## config.mk

```make
export PLATFORM = sky130hd
export DESIGN_NAME = adder_arbiter
export DESIGN_NICKNAME = d
export VERILOG_FILES = /design/src/rtl/adder_arbiter_pkg.sv /design/src/rtl/adder_arbiter_adder_cin.sv /design/src/rtl/adder_arbiter.sv
export SDC_FILE = /design/constraint.sdc
export NUM_CORES = 1
export LEC_CHECK = 0
export ABC_AREA = 0
export CAP_MARGIN = 20
export CELL_PAD_IN_SITES_DETAIL_PLACEMENT = 1
export CELL_PAD_IN_SITES_GLOBAL_PLACEMENT = 1
export CORE_UTILIZATION = 37
export CTS_BUF_LIST = sky130_fd_sc_hd__clkbuf_16
export DETAILED_ROUTE_END_ITERATION = 12
export GPL_TIMING_DRIVEN = 0
export PLACE_DENSITY_LB_ADDON = 0.1
export SLEW_MARGIN = 0
export SYNTH_ARGS = -nofsm -noshare
export SYNTH_HDL_FRONTEND = slang
export SYNTH_SLANG_ARGS = --single-unit
```

## constraint.sdc

```tcl
create_clock -name clock -period 5.6 [get_ports clock]
set_clock_uncertainty 0.15 [all_clocks]
set_input_delay 1.12 -clock clock [delete_from_list [all_inputs] [get_ports clock]]
set_output_delay 1.12 -clock clock [all_outputs]
set_load 0.1 [all_outputs]
```

## src/rtl/adder_arbiter_pkg.sv

```systemverilog
// -----------------------------------------------------------------------------
// adder_arbiter_pkg
// Shared definitions for the two-requester adder arbiter: requester count,
// adder slice width, operand width and the FSM state encoding.
// -----------------------------------------------------------------------------
package adder_arbiter_pkg;

    localparam int NUM_REQ = 2;   // number of requesters
    localparam int XLEN    = 32;  // width of the shared adder slice
    localparam int DWIDTH  = 64;  // operand / result width

    typedef enum logic [1:0] {
        IDLE    = 2'd0,
        EXEC_LO = 2'd1,
        EXEC_HI = 2'd2
    } state_t;

endpackage : adder_arbiter_pkg

```

## src/rtl/adder_arbiter_adder_cin.sv

```systemverilog
// -----------------------------------------------------------------------------
// adder_cin
// 32-bit adder with carry-in and carry-out.
//   i_a, i_b : addends
//   i_cin    : carry-in
//   o_sum    : (i_a + i_b + i_cin) mod 2^32
//   o_cout   : carry out of bit 31
// -----------------------------------------------------------------------------
module adder_cin
    import adder_arbiter_pkg::*;
(
    input  logic [XLEN-1:0] i_a,
    input  logic [XLEN-1:0] i_b,
    input  logic            i_cin,
    output logic [XLEN-1:0] o_sum,
    output logic            o_cout
);

    // Appending cin to the LSB of both addends makes bit 0 produce exactly one
    // carry into bit 1 when cin=1, so a plain adder absorbs the carry-in.
    logic [XLEN+1:0] w_full;

    assign w_full = {1'b0, i_a, i_cin} + {1'b0, i_b, i_cin};
    assign o_sum  = w_full[XLEN:1];
    assign o_cout = w_full[XLEN+1];

endmodule : adder_cin

```

## src/rtl/adder_arbiter.sv

```systemverilog
// -----------------------------------------------------------------------------
// adder_arbiter
// Two requesters share one 32-bit adder. A round-robin arbiter accepts one
// request at a time while idle; narrow (32-bit) ops take one adder pass,
// wide (64-bit) ops take two passes chained through a registered carry.
// Each requester owns a response slot that holds its result until accepted.
//   clock, reset_n              : clock, async active-low reset
//   io_req_valid_i/ready_o      : per-requester request handshake
//   io_req{0,1}_{a,b}_i         : 64-bit operands
//   io_req_sub_i / wide_i       : per-requester op select (sub, 64-bit)
//   io_rsp_valid_o/ready_i      : per-requester response handshake
//   io_rsp{0,1}_result_o        : 64-bit results
//   io_rsp_carry_o              : carry-out (sub: 1 = no borrow)
// -----------------------------------------------------------------------------
module adder_arbiter
    import adder_arbiter_pkg::*;
(
    input  logic               clock,
    input  logic               reset_n,
    input  logic [NUM_REQ-1:0] io_req_valid_i,
    output logic [NUM_REQ-1:0] io_req_ready_o,
    input  logic [DWIDTH-1:0]  io_req0_a_i,
    input  logic [DWIDTH-1:0]  io_req1_a_i,
    input  logic [DWIDTH-1:0]  io_req0_b_i,
    input  logic [DWIDTH-1:0]  io_req1_b_i,
    input  logic [NUM_REQ-1:0] io_req_sub_i,
    input  logic [NUM_REQ-1:0] io_req_wide_i,
    output logic [NUM_REQ-1:0] io_rsp_valid_o,
    input  logic [NUM_REQ-1:0] io_rsp_ready_i,
    output logic [DWIDTH-1:0]  io_rsp0_result_o,
    output logic [DWIDTH-1:0]  io_rsp1_result_o,
    output logic [NUM_REQ-1:0] io_rsp_carry_o
);

    state_t              r_state;
    state_t              w_next_state;
    logic                r_ptr;          // requester that wins a tie
    logic [DWIDTH-1:0]   r_a;
    logic [DWIDTH-1:0]   r_b;
    logic                r_sub;
    logic                r_wide;
    logic                r_id;
    logic [XLEN-1:0]     r_lo;
    logic                r_lo_carry;
    logic [NUM_REQ-1:0]  r_rsp_valid;
    logic [NUM_REQ-1:0]  r_rsp_carry;
    logic [DWIDTH-1:0]   r_rsp_result [NUM_REQ];

    logic [NUM_REQ-1:0]  w_elig;
    logic [NUM_REQ-1:0]  w_grant;
    logic                w_accept;
    logic                w_grant_id;
    logic                w_hi;
    logic [XLEN-1:0]     w_add_a;
    logic [XLEN-1:0]     w_b_half;
    logic [XLEN-1:0]     w_add_b;
    logic                w_add_cin;
    logic [XLEN-1:0]     w_sum;
    logic                w_cout;

    // A requester whose slot still holds a result cannot issue, even if that
    // result is being drained this very cycle.
    assign w_elig = io_req_valid_i & ~r_rsp_valid;

    // NOTE: every signal driven here gets a default first; a path that
    // leaves one unassigned would infer a latch.
    always_comb begin
        w_grant = '0;
        if (r_state == IDLE && reset_n) begin
            case (w_elig)
                2'b01:   w_grant = 2'b01;
                2'b10:   w_grant = 2'b10;
                2'b11:   w_grant = r_ptr ? 2'b10 : 2'b01;
                default: w_grant = '0;
            endcase
        end
    end

    assign w_accept       = |w_grant;
    assign w_grant_id     = w_grant[1];
    assign io_req_ready_o = w_grant;

    // Shared adder: low halves in EXEC_LO, high halves in EXEC_HI. Subtract is
    // A + ~B + 1, with the +1 entering only on the low pass.
    assign w_hi      = (r_state == EXEC_HI);
    assign w_add_a   = w_hi ? r_a[DWIDTH-1:XLEN] : r_a[XLEN-1:0];
    assign w_b_half  = w_hi ? r_b[DWIDTH-1:XLEN] : r_b[XLEN-1:0];
    assign w_add_b   = r_sub ? ~w_b_half : w_b_half;
    assign w_add_cin = w_hi ? r_lo_carry : r_sub;

    adder_cin u_adder (
        .i_a    (w_add_a),
        .i_b    (w_add_b),
        .i_cin  (w_add_cin),
        .o_sum  (w_sum),
        .o_cout (w_cout)
    );

    always_comb begin
        w_next_state = r_state;
        case (r_state)
            IDLE:    if (w_accept) w_next_state = EXEC_LO;
            EXEC_LO: w_next_state = r_wide ? EXEC_HI : IDLE;
            EXEC_HI: w_next_state = IDLE;
            default: w_next_state = IDLE;
        endcase
    end

    // NOTE: non-blocking assignments keep every register sampling
    // pre-edge values, so block order cannot change behaviour.
    always_ff @(posedge clock or negedge reset_n) begin
        if (!reset_n) r_state <= IDLE;
        else          r_state <= w_next_state;
    end

    always_ff @(posedge clock or negedge reset_n) begin
        if (!reset_n) begin
            r_ptr       <= 1'b0;
            r_a         <= '0;
            r_b         <= '0;
            r_sub       <= 1'b0;
            r_wide      <= 1'b0;
            r_id        <= 1'b0;
            r_lo        <= '0;
            r_lo_carry  <= 1'b0;
            r_rsp_valid <= '0;
            r_rsp_carry <= '0;
            // NOTE: the result array is reset, not left uninitialised,
            // because it drives outputs that must read zero during reset.
            for (int i = 0; i < NUM_REQ; i++) r_rsp_result[i] <= '0;
        end else begin
            // Drain first; a response written below overrides in the same edge.
            for (int i = 0; i < NUM_REQ; i++) begin
                if (io_rsp_ready_i[i]) r_rsp_valid[i] <= 1'b0;
            end

            if (w_accept) begin
                r_a    <= w_grant_id ? io_req1_a_i : io_req0_a_i;
                r_b    <= w_grant_id ? io_req1_b_i : io_req0_b_i;
                r_sub  <= io_req_sub_i[w_grant_id];
                r_wide <= io_req_wide_i[w_grant_id];
                r_id   <= w_grant_id;
                r_ptr  <= ~w_grant_id;
            end

            if (r_state == EXEC_LO) begin
                r_lo       <= w_sum;
                r_lo_carry <= w_cout;
                if (!r_wide) begin
                    r_rsp_valid[r_id]  <= 1'b1;
                    r_rsp_result[r_id] <= {{(DWIDTH-XLEN){1'b0}}, w_sum};
                    r_rsp_carry[r_id]  <= w_cout;
                end
            end

            if (r_state == EXEC_HI) begin
                r_rsp_valid[r_id]  <= 1'b1;
                r_rsp_result[r_id] <= {w_sum, r_lo};
                r_rsp_carry[r_id]  <= w_cout;
            end
        end
    end

    assign io_rsp_valid_o   = r_rsp_valid;
    assign io_rsp_carry_o   = r_rsp_carry;
    assign io_rsp0_result_o = r_rsp_result[0];
    assign io_rsp1_result_o = r_rsp_result[1];

endmodule : adder_arbiter
```

==> results.toml <==
[run_status]
status = "complete, no violations"

[cells_and_area]
fillers = 4432
area_delta_synth_final_pct = 39.3
utilization_pct = 52.7
layout.nets = 2282
drive_gt1_share_pct = 5.83
antenna_cells = 0

[worst_setup_path]
worstSetupPathType = "input pin to output port"
startpoint_type = "input pin"
path_cells = "clkdlybuf4s50_1, nor2b_1, o21ai_0, nor2_1, clkbuf_1, clkbuf_2, clkdlybuf4s15_2"
reg2reg_from = "r_state[0]$_DFFE_PN0P_"
crit_path_end_kind = "output port"
crit_start = "io_req_valid_i[1]"
cp.required_ns = 4.33
critical_path_buf_inv_count = 4
cp_max_fo = 10
crit_family = "buffers and inverters"
worst_path_max_delay_cell = "clkdlybuf4s15_2"
worstPathArrival_ns = 3.98
crit_path_max_incr_delay_ns = 0.62

[floorplanning]
die_x_um = 202
rows = 72
coreArea_um2 = 39000
die_area_um2 = 40700
io_pins = 400
die-height_um = 202
initial_core_util_pct = 37.8

[yosys]
synth_cell_types = 67
synth_ff_type = "dfrtp_1"
synth_adder_area_share_pct = 2.85
yosys.area_share.simple_pct = 13.3
synth_seq_cells = 299
synthTopCellsByArea = "dfrtp_1, nand2_1, a22oi_1"
netlist.area_leader.share_pct = 50.7
synth_compound_area_share_pct = 21.1
syn_area_um2 = 14800
synth_area_leader_cell = "dfrtp_1"
seq_area_frac_synth_pct = 50.7
yosysWarnings = 0
syn-num-nets = 1843
synth.avg_cell_area_um2 = 9.56
syn-instance-count = 1544
synth_top_family_by_area = "compound AO/OA/AOI/OAI gates"
synth_xor_xnor_area_share_pct = 3.48
ys_async_sr_fraction_pct = 100
synthMuxAreaShare_pct = 5.26
synth-edff-count = 0

[placed_design]
numPortBuffers = 399
dp.final_hpwl_um = 44200
gp_congestion = 0.861

[clocking]
clock_sinks = 299
cts_tree = "done"
cts_buffers = 34
root_buffer = "clkbuf_16"
htreeDepth = 2
clk_path_buf_depth = 3
path_clk_slew_ns = 0.05
insertion_delay_ns = 0.54

[global_route]
grt_pass1_wl_um = 87500
track_usage_pct = 28.1
grt_pass1_vias = 14847
overflow = 0
antenna_found_initial = 0
grt_max_degree = 121

[job]
drv_cap = 0

[detailed_routing]
post-route-drc-count = 0
wl_um = 56800
antenna_left = 0
dr.pass1.iters = 5
vias = 13763
wl_per_cell_um = 22.5
vias_per_cell = 5.45
drtIter0Drc = 880

[timing]
whs_ns = 0.319
timing.fmax_ghz = 0.190
period_share_pct = 93.8
tightest_slew_ns = 1.02
final-hold-violation-count = 0
rsz0062_at_grt = "no"
finalSetupViolCount = 0
slew_headroom_pct = 31.8
period_minus_slack_ns = 5.25
final_max_slew_viol_count = 0

[min_path]
min_path_type = "flop to flop"
holdCritStartpoint = "r_a[59]$_DFFE_PN0P_"
[worst reg2reg max path, delay by kind of cell, from the launching register on]
kind | cells | cell delay (ns)
buf+inv | 4 | 1.37
compound gates | 5 | 1.19
simple gates | 3 | 0.66
xor+xnor | 1 | 0.51
mux | 1 | 0.42
flops | 1 | 0.40
fa+ha+maj | 1 | 0.27
[registers in the layout, summed over array words and instances, names as in the netlist]
name              flops
r_sub                 1
r_wide                1
io_rsp_valid_o        2
r_id                  1
io_rsp_carry_o        2
io_rsp1_result_o     64
r_b                  64
r_ptr                 1
r_lo_carry            1
r_lo                 32
r_state               2
r_a                  64
io_rsp0_result_o     64
[stage by stage]
step	setup WS [ns]	instances	instance area [um2]	setup TNS [ns]
2_1_floorplan	1.48	1544	14800	0
3_3_place_gp	-11.50	2461	19400	-4257.78
3_5_place_dp	-0.594	2464	19500	-0.594
4_1_cts	0.0173	2525	20500	0
5_1_grt	0.0262	2526	20600	0
6_report	0.350	2526	20600	0
[Yosys cell counts, types with 7 or more instances]
cell type,n
a211oi_1,7
a21o_1,21
a21oi_1,71
a22oi_1,136
buf_1,8
clkbuf_1,101
dfrtp_1,299
ha_1,32
inv_1,16
mux2_2,33
mux2i_1,39
nand2_1,360
nand3_1,38
nand4_1,7
nor2_1,26
o21a_1,7
o21ai_0,118
o21ai_1,20
o22ai_1,38
xnor2_1,49
[logic make-up after synthesis]
kind of cell / after synthesis
muxes: 73
adders and majority gates: 33
DFF: 299
and+or+nand+nor: 472
buffers and inverters: 130
AOI/OAI and AO/OA: 480
xor gates and xnor gates: 57
[timing repair]
item,CTS,global route
hold buffers,0,0
setup buffers,0,0
gates resized for setup,3,6
cloned,0,0
endpoints found under the setup margin,1,8
[layer usage]
| metal | wire length, um | up-vias | global-route usage, % |
|---|---|---|---|
| li1 | - | 6396 | - |
| met1 | 24700 | 6877 | 36.6 |
| met2 | 28100 | 420 | 48.7 |
| met3 | 2690 | 70 | 4.16 |
| met4 | 1280 | 0 | 7.20 |
| met5 | 0 | - | 0 |
[worst paths after layout]
kind | to | slack (ns) | cells after the start
worst max-delay path | io_req_ready_o[1] | 0.35 | 7
worst min-delay path | r_a[59]$_DFFE_PN0P_ | 0.32 | 2
worst max register to register | r_lo[25]$_DFFE_PN0P_ | 0.44 | 15
worst min register to register | r_a[59]$_DFFE_PN0P_ | 0.32 | 2
max in group asynchronous | r_b[55]$_DFFE_PN0P_ | 3.80 | 2
min in group asynchronous | io_rsp0_result_o[45]$_DFF_PN0_ | 0.41 | 1
[layout make-up]
| class | count | area [um2] | share of cell area [%] |
|---|---|---|---|
| flip-flops and latches | 299 | 7480 | 36.4 |
| multi-input cells | 1115 | 6780 | 33.0 |
| repair buffers | 403 | 4070 | 19.8 |
| clock buffers | 34 | 851 | 4.14 |
| well taps | 518 | 648 | 3.15 |
| plain buffers | 114 | 445 | 2.17 |
| clock inverters | 27 | 215 | 1.05 |
| inverters | 16 | 60.1 | 0.292 |
[placed cells by master (no fill, tap or decap), drive strengths merged, types with 4 or more instances in the layout]
cell	Yosys	routed
nand3b	4	4
nand2	360	360
o21bai	6	6
nor3	7	7
a22o	5	5
a21o	21	21
xor2	7	7
a221oi	4	4
o21ai	138	138
o22ai	38	38
mux2	33	33
clkdlybuf4s50	0	396
a31oi	6	6
clkbuf	102	139
nor2	26	26
clkinv	0	15
ha	32	32
nor2b	6	6
a22oi	136	136
o211ai	5	5
a21oi	74	74
a211oi	8	8
nand4	7	7
nand3	38	38
buf	12	14
inv	16	24
dfrtp	299	299
mux2i	40	40
and3	6	6
o31ai	5	5
xnor2	50	50
o21a	7	7
nand2b	6	6
Power is left out: the tool's default activity adds up to more than one toggle a clock period on the data nets, which glitch-free logic cannot reach.
